## src/rtl/vending_pkg.sv

```systemverilog
// -----------------------------------------------------------------------------
// vending_pkg
// Shared definitions for the vending coin paths (acceptance and payout).
//   - Denomination one-hot codes, matching the acceptance switches:
//     bit0=1, bit1=5, bit2=10, bit3=20.
//   - Denomination values in units.
//   - Payout FSM state enum.
//   - MAX_BAL: largest balance either path will handle.
//   - coin_value(): one-hot code to value in units.
// -----------------------------------------------------------------------------
package vending_pkg;

    localparam int unsigned MAX_BAL = 79;

    localparam logic [3:0] COIN_1  = 4'b0001;
    localparam logic [3:0] COIN_5  = 4'b0010;
    localparam logic [3:0] COIN_10 = 4'b0100;
    localparam logic [3:0] COIN_20 = 4'b1000;

    localparam logic [6:0] VAL_1  = 7'd1;
    localparam logic [6:0] VAL_5  = 7'd5;
    localparam logic [6:0] VAL_10 = 7'd10;
    localparam logic [6:0] VAL_20 = 7'd20;

    typedef enum logic [2:0] {
        ST_IDLE,
        ST_SELECT,
        ST_ISSUE,
        ST_DONE,
        ST_FAULT
    } disp_state_e;

    function automatic logic [6:0] coin_value(input logic [3:0] sel);
        logic [6:0] v;
        case (sel)
            COIN_1:  v = VAL_1;
            COIN_5:  v = VAL_5;
            COIN_10: v = VAL_10;
            COIN_20: v = VAL_20;
            default: v = 7'd0;
        endcase
        return v;
    endfunction

endpackage

```

## src/rtl/change_dispenser_denom_select.sv

```systemverilog
// -----------------------------------------------------------------------------
// denom_select
// Combinational greedy picker: chooses the largest denomination that does not
// exceed the amount still owed (and, with CHANGE_INVENTORY_EN, whose tube is
// not empty).
// Optional feature macro: CHANGE_INVENTORY_EN (adds empty_i).
// Ports:
//   remaining_i  in  7  amount still owed
//   empty_i      in  4  tube-empty mask, one bit per denomination (optional)
//   sel_o        out 4  one-hot chosen denomination, 0 when none
//   value_o      out 7  value of sel_o in units
//   none_o       out 1  no usable denomination fits remaining_i
// -----------------------------------------------------------------------------
module denom_select
    import vending_pkg::*;
(
    input  logic [6:0] remaining_i,
`ifdef CHANGE_INVENTORY_EN
    input  logic [3:0] empty_i,
`endif
    output logic [3:0] sel_o,
    output logic [6:0] value_o,
    output logic       none_o
);

    logic [3:0] avail;

    always_comb begin
        avail = 4'b1111;
`ifdef CHANGE_INVENTORY_EN
        avail = ~empty_i;
`endif
        sel_o   = 4'b0000;
        value_o = 7'd0;
        none_o  = 1'b1;
        if (avail[3] && remaining_i >= VAL_20) begin
            sel_o   = COIN_20;
            value_o = VAL_20;
            none_o  = 1'b0;
        end else if (avail[2] && remaining_i >= VAL_10) begin
            sel_o   = COIN_10;
            value_o = VAL_10;
            none_o  = 1'b0;
        end else if (avail[1] && remaining_i >= VAL_5) begin
            sel_o   = COIN_5;
            value_o = VAL_5;
            none_o  = 1'b0;
        end else if (avail[0] && remaining_i >= VAL_1) begin
            sel_o   = COIN_1;
            value_o = VAL_1;
            none_o  = 1'b0;
        end
    end

endmodule

```

## src/rtl/change_dispenser.sv

```systemverilog
// -----------------------------------------------------------------------------
// change_dispenser
// Pays a balance back as coins, largest denomination first, one coin at a
// time over a coin_valid / hopper_ack handshake. A hopper that never acks
// within ACK_TIMEOUT ISSUE cycles latches a sticky fault until rst.
// Optional feature macro: CHANGE_INVENTORY_EN (per-denomination tube
// counters, inv_reload input, fault when no usable coin remains).
// Ports:
//   clk         in  1  system clock
//   rst         in  1  synchronous active-high reset
//   refund_req  in  1  start payout of balance (IDLE only)
//   balance     in  7  amount to pay, clamped to MAX_BAL
//   hopper_ack  in  1  hopper took the presented coin (ISSUE only)
//   inv_reload  in  1  refill all tubes to 15 in IDLE (optional)
//   coin_valid  out 1  coin presented to hopper
//   coin_sel    out 4  one-hot denomination presented
//   busy        out 1  payout in progress or faulted
//   done        out 1  one-cycle completion pulse
//   fault       out 1  sticky hopper-timeout / out-of-coins flag
//   remaining   out 7  amount still owed
//   coin_count  out 4  coins issued this payout, saturating at 15
//
// state  | meaning
// IDLE   | waiting for refund_req
// SELECT | pick next coin, or finish when nothing is owed
// ISSUE  | coin presented, waiting for hopper_ack under timeout
// DONE   | single-cycle done pulse
// FAULT  | hopper or inventory failure, held until rst
// -----------------------------------------------------------------------------
module change_dispenser #(
    parameter int unsigned MAX_BAL     = vending_pkg::MAX_BAL,
    parameter int unsigned ACK_TIMEOUT = 255
) (
    input  logic       clk,
    input  logic       rst,
    input  logic       refund_req,
    input  logic [6:0] balance,
    input  logic       hopper_ack,
`ifdef CHANGE_INVENTORY_EN
    input  logic       inv_reload,
`endif
    output logic       coin_valid,
    output logic [3:0] coin_sel,
    output logic       busy,
    output logic       done,
    output logic       fault,
    output logic [6:0] remaining,
    output logic [3:0] coin_count
);
    import vending_pkg::*;

    localparam int TW = (ACK_TIMEOUT > 2) ? $clog2(ACK_TIMEOUT) : 1;
    localparam logic [TW-1:0] TMR_LAST  = TW'(ACK_TIMEOUT - 1);
    localparam logic [6:0]    BAL_CLAMP = 7'(MAX_BAL);

    disp_state_e   state_q, state_d;
    logic          coin_valid_q, coin_valid_d;
    logic [3:0]    coin_sel_q, coin_sel_d;
    logic          busy_q, busy_d;
    logic          done_q, done_d;
    logic          fault_q, fault_d;
    logic [6:0]    remaining_q, remaining_d;
    logic [3:0]    coin_count_q, coin_count_d;
    logic [TW-1:0] timer_q, timer_d;

    logic [3:0]    pick_sel;
    logic [6:0]    pick_value;
    logic          pick_none;

`ifdef CHANGE_INVENTORY_EN
    logic [3:0][3:0] tube_q, tube_d;
    logic [3:0]      tube_empty;

    always_comb begin
        for (int i = 0; i < 4; i++) begin
            tube_empty[i] = (tube_q[i] == 4'd0);
        end
    end
`endif

    denom_select u_denom_select (
        .remaining_i (remaining_q),
`ifdef CHANGE_INVENTORY_EN
        .empty_i     (tube_empty),
`endif
        .sel_o       (pick_sel),
        .value_o     (pick_value),
        .none_o      (pick_none)
    );

    always_ff @(posedge clk) begin
        if (rst) begin
            state_q      <= ST_IDLE;
            coin_valid_q <= 1'b0;
            coin_sel_q   <= 4'b0000;
            busy_q       <= 1'b0;
            done_q       <= 1'b0;
            fault_q      <= 1'b0;
            remaining_q  <= 7'd0;
            coin_count_q <= 4'd0;
            timer_q      <= '0;
`ifdef CHANGE_INVENTORY_EN
            tube_q       <= {4{4'd15}};
`endif
        end else begin
            state_q      <= state_d;
            coin_valid_q <= coin_valid_d;
            coin_sel_q   <= coin_sel_d;
            busy_q       <= busy_d;
            done_q       <= done_d;
            fault_q      <= fault_d;
            remaining_q  <= remaining_d;
            coin_count_q <= coin_count_d;
            timer_q      <= timer_d;
`ifdef CHANGE_INVENTORY_EN
            tube_q       <= tube_d;
`endif
        end
    end

    always_comb begin
        state_d      = state_q;
        coin_valid_d = coin_valid_q;
        coin_sel_d   = coin_sel_q;
        busy_d       = busy_q;
        done_d       = 1'b0;
        fault_d      = fault_q;
        remaining_d  = remaining_q;
        coin_count_d = coin_count_q;
        timer_d      = timer_q;
`ifdef CHANGE_INVENTORY_EN
        tube_d       = tube_q;
`endif

        case (state_q)
            ST_IDLE: begin
`ifdef CHANGE_INVENTORY_EN
                if (inv_reload) begin
                    tube_d = {4{4'd15}};
                end
`endif
                if (refund_req) begin
                    if (balance != 7'd0) begin
                        remaining_d  = (balance > BAL_CLAMP) ? BAL_CLAMP : balance;
                        coin_count_d = 4'd0;
                        busy_d       = 1'b1;
                        state_d      = ST_SELECT;
                    end else begin
                        // Nothing owed: straight to the completion pulse.
                        done_d  = 1'b1;
                        busy_d  = 1'b0;
                        state_d = ST_DONE;
                    end
                end
            end

            ST_SELECT: begin
                if (remaining_q == 7'd0) begin
                    done_d  = 1'b1;
                    busy_d  = 1'b0;
                    state_d = ST_DONE;
                end else if (pick_none) begin
                    // Only reachable with empty tubes; debt cannot be paid.
                    coin_valid_d = 1'b0;
                    fault_d      = 1'b1;
                    busy_d       = 1'b1;
                    state_d      = ST_FAULT;
                end else begin
                    coin_sel_d   = pick_sel;
                    coin_valid_d = 1'b1;
                    timer_d      = '0;
                    state_d      = ST_ISSUE;
                end
            end

            ST_ISSUE: begin
                // Ack is checked before the timer so a last-cycle ack wins.
                if (hopper_ack) begin
                    coin_valid_d = 1'b0;
                    remaining_d  = remaining_q - coin_value(coin_sel_q);
                    if (coin_count_q != 4'd15) begin
                        coin_count_d = coin_count_q + 4'd1;
                    end
`ifdef CHANGE_INVENTORY_EN
                    for (int i = 0; i < 4; i++) begin
                        if (coin_sel_q[i] && tube_q[i] != 4'd0) begin
                            tube_d[i] = tube_q[i] - 4'd1;
                        end
                    end
`endif
                    state_d = ST_SELECT;
                end else if (timer_q == TMR_LAST) begin
                    coin_valid_d = 1'b0;
                    fault_d      = 1'b1;
                    busy_d       = 1'b1;
                    state_d      = ST_FAULT;
                end else begin
                    timer_d = timer_q + 1'b1;
                end
            end

            ST_DONE: begin
                busy_d  = 1'b0;
                state_d = ST_IDLE;
            end

            ST_FAULT: begin
                coin_valid_d = 1'b0;
                fault_d      = 1'b1;
                busy_d       = 1'b1;
            end

            default: begin
                state_d = ST_IDLE;
            end
        endcase
    end

    assign coin_valid = coin_valid_q;
    assign coin_sel   = coin_sel_q;
    assign busy       = busy_q;
    assign done       = done_q;
    assign fault      = fault_q;
    assign remaining  = remaining_q;
    assign coin_count = coin_count_q;

endmodule

```

## config.mk

```make
export PLATFORM = sky130hd
export DESIGN_NAME = change_dispenser
export DESIGN_NICKNAME = d
export VERILOG_FILES = /design/src/rtl/vending_pkg.sv /design/src/rtl/change_dispenser_denom_select.sv /design/src/rtl/change_dispenser.sv
export SDC_FILE = /design/constraint.sdc
export NUM_CORES = 1
export LEC_CHECK = 0
export BUFFER_PORTS_ARGS = -buffer_cell sky130_fd_sc_hd__buf_2
export CORE_MARGIN = 10
export CORE_UTILIZATION = 60
export DETAILED_ROUTE_END_ITERATION = 6
export GPL_ROUTABILITY_DRIVEN = 0
export PLACE_DENSITY = 0.85
export SYNTH_ARGS = -nofsm -noshare
export SYNTH_HDL_FRONTEND = slang
export SYNTH_SLANG_ARGS = --single-unit
```

## constraint.sdc

```tcl
create_clock -name clk -period 6.25 [get_ports clk]
set_input_delay 1.25 -clock clk [delete_from_list [all_inputs] [get_ports clk]]
set_output_delay 1.25 -clock clk [all_outputs]
set_load 0.01 [all_outputs]
```

### Word level (Yosys, flattened, before mapping)

Index checks and enable logic that the tools add are counted.

| storage, ports and cells | value |
|---|---|
| bits in registers | 30 |
| bits of input ports | 11 |
| output and inout bits | 19 |
| word-level logic and storage cells | 108 |

| operators by class | value |
|---|---|
| $add $sub $neg | 3 |
| $lt $le $gt $ge | 5 |
| eq/ne operators | 22 |
| mux-type cells | 51 |
| bitwise operators | 3 |
| reductions and logical operators | 15 |

Operators by type and width:

| operator | count |
|---|---|
| $mux 7 | 6 |
| $mux 8 | 4 |
| $mux 4 | 7 |
| $ne 2x2->1 const B | 10 |
| $pmux 5 s4 | 1 |
| $reduce_and 5->1 | 4 |
| $mux 1 | 19 |
| $pmux 8 s2 | 1 |
| $mux 3 | 5 |
| $pmux 7 s2 | 1 |
| $pmux 3 s4 | 1 |
| $reduce_and 3->1 | 3 |
| $add 8x1->8 const B | 1 |
| $eq 8x8->1 const B | 1 |
| $pmux 4 s2 | 1 |
| $ge 7x1->1 const B | 1 |
| $ge 7x3->1 const B | 1 |
| $ge 7x4->1 const B | 1 |
| $ge 7x5->1 const B | 1 |
| $gt 7x7->1 const B | 1 |
| $logic_not 7->1 | 1 |
| $reduce_bool 7->1 | 1 |
| $sub 7x7->7 | 1 |
| $eq 3x2->1 const B | 2 |
| other kinds (19) | 24 |

### Depth between registers and ports, before layout

Gate-level depths: netlist of the first run.

| depth | value |
|---|---|
| word-level depth | 8 |
| gate-level depth with buffers | 9 |
| mapped depth without buffers | 9 |

### By module

From an unflattened synthesis of the first run, not the netlist that was laid out.

| second synthesis, totals | value |
|---|---|
| cells, all modules | 251 |
| area total of the unflattened synthesis | 2019.4 µm² |

Modules (own cells, without submodules):

| module | instances | cells each | area an instance (µm²) | seq. area each (µm²) |
|---|---|---|---|---|
| change_dispenser | 1 | 223 | 1854.3 | 600.6 |
| denom_select | 1 | 28 | 165.2 | 0.0 |

### Least setup slack after synthesis of the first run

Ideal clock, no wire load.

| timing | value |
|---|---|
| kind | input -> register |
| start point | input port balance[2] |
| end point | register remaining_q[5], in the netlist remaining[5] |
| setup time | 0.074 ns |
| arrival time | 2.652 ns |
| data required time | 6.176 ns |
| slack | 3.523 ns |
| stages | 6 |
| path buffers | 1 |
| cells stage by stage | or4_1 nand3b_1 and2_1 clkbuf_1 a211o_1 a31oi_1 |

| between the ends | value |
|---|---|
| word-level cells in the longest chain between the ends | 5 |
| elaborated cells on any way between the ends | 8 |
| classes of those cells | order compare (1); eq/ne (1); mux (4); reduce/logical (2) |

RTL lines:

| element | RTL line | text |
|---|---|---|
| from (decl) | change_dispenser.sv:37 | `input logic [6:0] balance,` |
| $gt 7x7->1 | change_dispenser.sv:144 | `remaining_d = (balance > BAL_CLAMP) ? BAL_CLAMP : balance;` |
| $mux 7 | change_dispenser.sv:144 |  |
| $mux 7 | change_dispenser.sv:143 | `if (balance != 7'd0) begin` |
| $mux 7 | change_dispenser.sv:142 | `if (refund_req) begin` |
| $pmux 7 s2 | change_dispenser.sv:135 | `case (state_q)` |
| to (signal assigned) | change_dispenser.sv:112 | `remaining_q <= remaining_d;` |
| to (decl) | change_dispenser.sv:62 | `logic [6:0] remaining_q, remaining_d;` |

Several ways; a longest one is shown, not always the timed one. The select of a mux whose other input is x is not followed.
A chain may end at the register's enable or synchronous reset.

### Worst setup path in the final report of the first run

| timing | value |
|---|---|
| start point | register coin_sel_q[3], in the netlist coin_sel[3] |
| end point | register remaining_q[6], in the netlist remaining[6] |

| between the ends | value |
|---|---|
| word-level cells in the longest chain between the ends | 7 |
| elaborated cells on any way between the ends | 10 |
| classes of those cells | add/sub (1); eq/ne (4); mux (5) |

RTL lines:

| element | RTL line | text |
|---|---|---|
| from (decl) | change_dispenser.sv:58 | `logic [3:0] coin_sel_q, coin_sel_d;` |
| from (signal assigned) | change_dispenser.sv:108 | `coin_sel_q <= coin_sel_d;` |
| $eq 4x4->1 (tied with other cells) | vending_pkg.sv:35 | `case (sel)` |
| $pmux 5 s4 (*) | vending_pkg.sv:35 |  |
| $mux 7 (*) | change_dispenser.sv:178 | `if (hopper_ack) begin` |
| $mux 7 (*) | change_dispenser.sv:135 |  |
| $sub 7x7->7 (*) | change_dispenser.sv:180 | `remaining_d = remaining_q - coin_value(coin_sel_q);` |
| $mux 7 (*) | change_dispenser.sv:178 |  |
| $pmux 7 s2 (*) | change_dispenser.sv:135 |  |

Every way passes the cells marked *; elsewhere a longest branch is shown, timed or not. The select of a mux whose other input is x is not followed.

==> results of run 1 <==
## worst min-delay path: cells and delay by family, from the launching register on
family           cells  cell delay, ns
flip-flops           1            0.34
AND/OR/NAND/NOR      1            0.07
AO/OA/AOI/OAI        1            0.04
## report_power, final
group | switching (mW) | leakage, nW | internal, mW | total, mW
Clock | 0.0678 | 0.0353 | 0.0544 | 0.122
Sequential | 0.0199 | 0.244 | 0.203 | 0.223
Combinational | 0.0745 | 0.556 | 0.0592 | 0.134
## how the worst min path moves through the flow
stage / cells past startpoint / start / endpoint
CTS: 2 / busy / busy
global route: 2 / coin_valid / coin_valid
finish: 2 / fault / fault
global placement: 2 / fault / fault
detailed placement: 2 / fault / fault
floorplan: 2 / timer_q[6] / timer_q[6]
## registers in the layout, summed over array words and instances (netlist names)
register / cells
timer_q: 8
fault: 1
done: 1
coin_valid: 1
coin_sel: 4
coin_count: 4
remaining: 7
state_q: 3
busy: 1
## per-layer routing
| metal | global-route usage | share of wire | vias to the layer above |
|---|---|---|---|
| met5 | 0 | 0 | - |
| met4 | 0.0474 | 0.011 | 0 |
| met3 | 0.0539 | 0.073 | 5 |
| met2 | 0.234 | 0.44 | 59 |
| met1 | 0.211 | 0.47 | 796 |
| li1 | - | - | 874 |
## cell usage in the layout, fill, tap and decap left out, types with 2 or more instances in the layout
master,instances
dfxtp_1,30
buf_2,29
nor2_1,23
nand2_1,20
a21oi_1,19
o21ai_0,12
nor3_1,9
ha_1,8
inv_1,7
xor2_1,6
nand2b_1,6
mux2i_1,5
nor2b_1,5
nand3_1,5
clkbuf_4,5
nand3b_1,4
and2_1,4
nand4_1,4
o21a_1,4
or3_1,4
or4_1,3
o31a_1,3
o211ai_1,3
xnor2_1,2
nor3b_1,2
or2_1,2
nor4_1,2
a211oi_1,2
a211o_1,2
## kinds of logic (layout without fill, tap and decap cells)
group / count (synthesis) / after routing / share of synthesized area
xor+xnor: 8 / 8 / 0.0382
compound gates: 57 / 57 / 0.210
fa+ha+maj: 9 / 9 / 0.0655
mux: 5 / 5 / 0.0273
simple gates: 100 / 100 / 0.296
flops: 30 / 30 / 0.328
buf+inv: 17 / 45 / 0.0348
## stage by stage
| stage | worst slack [ns] | area (sq um) | instances | hold WS [ns] |
|---|---|---|---|---|
| after floorplan | 3.52 | 1830 | 226 | 0.458 |
| after global placement | 3.38 | 1980 | 277 | 0.453 |
| after detailed placement | 3.37 | 1980 | 277 | 0.460 |
| after CTS | 3.65 | 2040 | 285 | 0.489 |
| after global routing | 3.57 | 2040 | 285 | 0.522 |
| final | 3.65 | 2040 | 285 | 0.481 |
## area by class of cell
cell class,count,area (sq um),area share
flip-flops and latches,30,601,0.294
clock buffers,7,55.1,0.0269
clock inverters,1,5.00,0.00245
multi-input cells,179,1170,0.572
repair buffers,29,145,0.0710
well taps,31,38.8,0.0190
inverters,8,30.0,0.0147
==> out/qor.yml, run 1 <==
critPathSlowestCell: "or4b_2"
fin_skew_ns: 0.00641
fp.dieH_microns: 75.3
worstReg2RegStart: "coin_sel[3]"
grt_pass1_vias: 1559
ioPinCount: 30
ys_seq_elements: 30
cts_setup_buffers: 0
syn_nets: 246
arrival_ns: 2.85
cts-root-buf: "clkbuf_4"
critPathBufInv: 0
cp-end-kind: "flop"
core_area_sq_um: 2830
relSlewSlack: 0.593
post-route-drc-count: 0
drt-total-wl_microns: 4070
numClockSinks: 30
fill_cells: 241
worstSetupEndpoint: "remaining[6]"
die_w_microns: 75.3
hold_class: "reg -> reg"
r2r_setup_slack_ns: 3.65
dp_hpwl_microns: 3040
start_kind: "flop"
drv_cap: 0
diodes: 0
cp_cell_sequence: "or4b_2 -> ha_1 -> o21a_1 -> o31a_1 -> or3_1 -> o31a_1 -> o32ai_1"
htree_levels: 2
clock_path_buffers: 2
post_cts_resized: 0
die_area_sq_um: 5670
worst_slew_pin_slew_ns: 0.601
r2r-end: "remaining[6]"
io_buffers: 29
rr_worst_depth: 7
firstDrtPassIters: 4
period_share: 0.416
netlist_top_cells_count: "dfxtp_1, nor2_1, nand2_1, a21oi_1, o21ai_0"
ir_drop_mv: 0.134
ys_dominant_reg_cell: "dfxtp_1"
netlist_instances: 226
cts_buffers: 5
grt-ovfl-total: 0
synth_area_leader_cell: "dfxtp_1"
ys_warn_count: 0
ant_nets: 0
path_class: "reg -> reg"
ys_seq_area_frac: 0.328
rsz0062_at_grt: "no"
ctsHoldBuffers: 0
synthDistinctLibCells: 50
drive_gt1_frac: 0.173
synth_top_area_frac: 0.328
final_max_slew_viol_count: 0
grt_pass1_wl_microns: 7080
p_total_uw: 479
start_util: 0.648
via_per_inst: 6.08
first_iter_violations: 117
worst-path-max-fanout: 6
min_period_ns: 2.60
rows: 19
syn_area_sq_um: 1830
synth.most_common_cell: "dfxtp_1"
fin_setup_tns_ns: 0
cpMostUsedCell: "o31a_1"
antenna_found_initial: 0
synth_area_leaders: "dfxtp_1, ha_1, a21oi_1, nor2_1, nand2_1"
setup.worst_path.start: "coin_sel[3]"
max_stage_delay_ns: 0.73
async_flop_share: 0
cp.depth: 7
setup_violations: 0
fin_util: 0.722
path_delay_family: "simple AND/OR/NAND/NOR gates"
fmax_mhz: 385
layout.nets: 273
area_growth_pct: 11.5
grt_max_degree: 26
vias: 1734
clk_latency_ns: 0.34
power_density_nw_per_um2: 234
wl_per_cell_microns: 14.3
track_usage: 0.158
p_leak_nw: 0.835
synth_area_per_cell_sq_um: 8.11
path_clk_slew_ns: 0.09
cts_tree: "built"
hold_violations: 0
worstPathRequired_ns: 6.50
synth-edff-count: 0
outcome: "complete, no violations"
Note: power is estimated with default switching activity, not from simulation.
==> run 2, diff against run 1 <==
CORE_UTILIZATION = 56   (was 60)
PLACE_DENSITY = 0.8   (was 0.85)
clock period = 2.4 ns   (was 6.25 ns; I/O delays follow)
==> run 2 against run 1 <==
Compared with the run above: clock skew is 0.0050 ns higher; clock-buffer cell count did not move; hold slack got worse by 0.0049 ns; total power rose to 2.7 times the previous value; flip-flop and latch count unchanged; critical path depth increased by 1; non-clock buffer count increased by 7; combinational power grew to 2.9 times the previous value; design area rose by 4.7%; setup slack lost 3.6 ns; via count decreased by 0.29%; highest routed layer unchanged; sequential share of layout area shrank 1.1 points.
==> out/qor.yml, run 2 (synthesis results as in run 1) <==
outcome: "complete, no violations"
regMostFlops: "timer_q"
worstPathRequired_ns: 2.66
htree_levels: 2
max_stage_delay_ns: 0.56
critPathSlowestCell: "or4b_4"
cts-root-buf: "clkbuf_4"
period_share: 0.972
cpMostUsedCell: "o31a_1"
firstDrtPassIters: 4
path_clk_slew_ns: 0.09
via_per_inst: 5.67
die_area_sq_um: 5960
grt_pass1_wl_microns: 7260
track_usage: 0.145
p_clk_frac: 0.249
seqPwrFrac: 0.446
wl_per_cell_microns: 14.1
ioPinCount: 30
rows: 20
path_class: "reg -> reg"
fin_setup_tns_ns: 0
layout_commonest_cell: "buf_2"
final_max_slew_viol_count: 0
path_delay_family: "simple AND/OR/NAND/NOR gates"
start_util: 0.591
p_sw_uw: 432
ant_nets: 0
min_period_ns: 2.33
first_iter_violations: 101
cts_tree: "built"
grt_pass1_vias: 1648
fmax_mhz: 429
cp-end-kind: "flop"
fin_skew_ns: 0.0114
dp_hpwl_microns: 3300
fp.dieH_microns: 77.2
cp_cell_sequence: "or4b_4 -> inv_2 -> fa_1 -> nor2b_1 -> o31a_1 -> or3_1 -> o31a_1 -> o32ai_2"
diodes: 0
p_int_uw: 846
arrival_ns: 2.59
hold_violations: 0
critPathBufInv: 1
io_buffers: 29
worst_slew_pin_slew_ns: 0.573
ir_drop_mv: 0.427
drv_cap: 0
hold_class: "reg -> reg"
cts_buffers: 5
setup_violations: 0
layout.nets: 280
post-place-ws_ns: 0.0434
vias: 1729
switching_share: 0.338
core_area_sq_um: 3100
grt_max_degree: 26
post-route-drc-count: 0
final_cell_mix: "buf_2, dfxtp_1, nor2_1"
largest_register_ffs: 8
numClockSinks: 30
relSlewSlack: 0.617
drive_gt1_frac: 0.218
worst-path-max-fanout: 5
setup_ws_ns: 0.0668
combPwrFrac: 0.305
p_leak_nw: 0.876
rsz0062_at_grt: "yes"
start_kind: "flop"
cts_setup_buffers: 0
grt-ovfl-total: 0
clock_path_buffers: 2
die_w_microns: 77.2
area_growth_pct: 16.7
power_density_nw_per_um2: 597
drt-total-wl_microns: 4310
clk_latency_ns: 0.34
antenna_found_initial: 0
-- run 2: cell types whose count changed in the layout (fill, tap and decap cells not counted) --
cell and delta:
buf_4 +7, dfxtp_1 -3, dfxtp_2 +3, ha_1 -1
ha_4 +1, inv_1 -1, inv_2 +1, o32ai_1 -1
o32ai_2 +1, or4b_2 -1, or4b_4 +1
-- run 2: worst paths after layout --
path	from	to	slack (ns)	cells past startpoint
setup / recovery	coin_sel[0]	remaining[6]	0.07	8
hold / removal	fault	fault	0.48	2
setup reg to reg	coin_sel[0]	remaining[6]	0.07	8
hold reg to reg	fault	fault	0.48	2
-- run 2: power groups by stage --
| stage | sequential (mW) | combinational, mW | clock (mW) |
|---|---|---|---|
| floorplan | 0.589 | 0.258 | 0 |
| global placement | 0.580 | 0.380 | 0 |
| detailed placement | 0.580 | 0.385 | 0 |
| CTS | 0.569 | 0.387 | 0.328 |
| global route | 0.576 | 0.436 | 0.347 |
| finish | 0.570 | 0.389 | 0.319 |
-- run 2: repair_timing --
action,in CTS,in global routing
resized for setup,0,5
hold buffers,0,0
endpoints found under the setup margin,0,2
-- run 2: metrics by stage --
step	cell area (sq um)	utilization	cells	hold WS, ns	power (mW)
final	2140	0.690	305	0.476	1.28
after global routing	2140	0.690	305	0.512	1.36
after global placement	2070	0.667	297	0.459	0.960
after detailed placement	2070	0.667	297	0.459	0.965
after CTS	2130	0.686	305	0.481	1.28
after floorplan	1850	-	226	0.458	0.847
-- run 2: routing by layer --
metal / routed length, microns / share of wire / global-route usage / vias up
li1: - / - / - / 889
met1: 2020 / 0.47 / 0.165 / 806
met2: 2000 / 0.46 / 0.230 / 28
met3: 229 / 0.053 / 0.0629 / 6
met4: 62 / 0.014 / 0.0657 / 0
met5: 0 / 0 / 0 / -
-- run 2: area by class of cell --
cell class	instances	area, sq um
clock inverter	1	5.00
tap	44	55.1
clock buffer	7	55.1
timing repair buffer	36	198
multi-input combinational	179	1190
fill	277	963
inverter	8	30.0
sequential	30	604
-- run 2: worst register-to-register path: stages (launching register included) --
cell and delay, ns:
dfxtp_2 0.35, or4b_4 0.56, inv_2 0.08, fa_1 0.17, nor2b_1 0.07, o31a_1 0.25
or3_1 0.34, o31a_1 0.26, o32ai_2 0.18
==> run 3, diff against run 2 <==
CTS_CLUSTER_SIZE = 25   (was unset)
PLACE_DENSITY = unset   (was 0.8)
PLACE_DENSITY_LB_ADDON = 0.1   (was unset)
==> run 3 against run 2 <==
Compared with the run above: maximum frequency shrank 1.0%; cell count decreased by 0.33%; critical path type unchanged; critical endpoint unchanged; register-to-register slack worse by 0.02 ns; first-iteration DRC count down 32%; sequential power hardly changed.
==> out/qor.yml, run 3 (synthesis results as in run 1) <==
outcome: "complete, no violations"
grt_pass1_wl_microns: 6950
via_per_inst: 5.77
critPathSlowestCell: "or4b_4"
seqPwrFrac: 0.446
rsz0062_at_grt: "yes"
arrival_ns: 2.61
final_max_slew_viol_count: 0
rows: 20
drive_gt1_frac: 0.231
hold_class: "reg -> reg"
cts-root-buf: "clkbuf_4"
p_leak_nw: 0.870
r2r_setup_slack_ns: 0.04
die_area_sq_um: 5960
area_growth_pct: 16.9
ctsHoldBuffers: 0
clock_path_buffers: 2
htree_levels: 2
wl_per_cell_microns: 14.0
cp_cell_sequence: "or4b_4 -> inv_2 -> fa_2 -> nor2b_1 -> o31a_1 -> or3_4 -> o31a_1 -> o32ai_1"
holdPathEnd: "coin_valid"
post-place-ws_ns: 0.0181
largest_register_ffs: 8
worstHoldStart: "coin_valid"
core_area_sq_um: 3100
path_delay_family: "simple AND/OR/NAND/NOR gates"
ioPinCount: 30
path_class: "reg -> reg"
hold_violations: 0
whs_path_depth: 2
finalNonFillerCells: 304
final_cell_mix: "buf_2, dfxtp_1, nor2_1"
post-route-drc-count: 0
layout.nets: 279
fill_cells: 284
min_period_ns: 2.36
start_kind: "flop"
critPathBufInv: 1
drv_cap: 0
ir_drop_mv: 0.452
fp.dieH_microns: 77.2
setup_violations: 0
worst-path-max-fanout: 5
rr_worst_depth: 8
antenna_found_initial: 0
track_usage: 0.135
grt_max_degree: 26
p_sw_uw: 437
start_util: 0.591
p_int_uw: 848
die_w_microns: 77.2
worstReg2RegStart: "coin_sel[0]"
fmax_mhz: 424
fin_skew_ns: 0.00827
layout_commonest_cell: "buf_2"
worst_slew_pin_slew_ns: 0.570
cp-end-kind: "flop"
first_iter_violations: 69
diodes: 0
cts_tree: "built"
vias: 1754
grt-ovfl-total: 0
numClockSinks: 30
p_total_mw: 1.28
drt-total-wl_microns: 4260
switching_share: 0.340
max_stage_delay_ns: 0.56
cts_buffers: 5
place_inst: 296
ant_nets: 0
clk_latency_ns: 0.33
combPwrFrac: 0.301
relSlewSlack: 0.614
grt_pass1_vias: 1601
cpMostUsedCell: "o31a_1"
period_share: 0.982
regMostFlops: "timer_q"
firstDrtPassIters: 5
p_clk_frac: 0.253
setup_ws_ns: 0.0424
path_clk_slew_ns: 0.10
r2r-end: "remaining[6]"
worstPathRequired_ns: 2.65
io_buffers: 29
power_density_nw_per_um2: 599
dp_hpwl_microns: 3260
==> run 3: repair_timing <==
item | CTS | global route
endpoints found under the setup margin | 0 | 1
buffers inserted | 0 | 0
resized for setup | 0 | 8
==> run 3: layout make-up <==
type                    instances  area [sq um]  area share
inverters                       8          30.0      0.0140
clock inverters                 2          12.5     0.00584
clock buffers                   6          51.3      0.0239
well taps                      44          55.1      0.0257
flip-flops and latches         30           604       0.282
repair buffers                 35           190      0.0887
multi-input cells             179          1200       0.560
==> run 3: metal layers <==
| layer | share of wire | routed length, microns | global-route usage | vias up |
|---|---|---|---|---|
| li1 | - | - | - | 887 |
| met1 | 0.45 | 1930 | 0.158 | 823 |
| met2 | 0.47 | 2000 | 0.226 | 36 |
| met3 | 0.065 | 275 | 0.0443 | 8 |
| met4 | 0.011 | 48 | 0.0456 | 0 |
| met5 | 0 | 0 | 0 | - |
==> run 3: through the flow <==
step	hold WS, ns	utilization	TNS (ns)	instance area, sq um
4_1_cts	0.484	0.685	0	2120
2_1_floorplan	0.458	-	0	1850
3_5_place_dp	0.467	0.664	0	2060
6_report	0.481	0.691	0	2140
5_1_grt	0.508	0.691	-0.0531	2140
3_3_place_gp	0.447	0.664	0	2060
==> run 3: tightest hold or removal path, delay by kind of cell (launching register included) <==
family / cells / cell delay (ns)
AO/OA/AOI/OAI: 2 / 0.12
flip-flops: 1 / 0.32
==> run 3: how the worst max path moves through the flow <==
stage / from / end / slack (ns) / cells past startpoint
6_report: coin_sel[0] / remaining[6] / 0.04 / 8
5_1_grt: coin_sel[0] / remaining[6] / -0.05 / 8
4_1_cts: coin_sel[0] / remaining[6] / 0.01 / 8
3_5_place_dp: coin_sel[0] / remaining[6] / 0.02 / 8
3_3_place_gp: coin_sel[0] / remaining[6] / 0.1 / 8
2_1_floorplan: coin_sel[3] / remaining[6] / 0.08 / 8
==> run 3: power by group through the flow <==
| stage | Clock (mW) | Sequential (mW) | Combinational, mW |
|---|---|---|---|
| after floorplan | 0 | 0.589 | 0.258 |
| after global placement | 0 | 0.581 | 0.371 |
| after detailed placement | 0 | 0.583 | 0.379 |
| after CTS | 0.331 | 0.571 | 0.381 |
| after global routing | 0.348 | 0.578 | 0.435 |
| final | 0.325 | 0.573 | 0.387 |
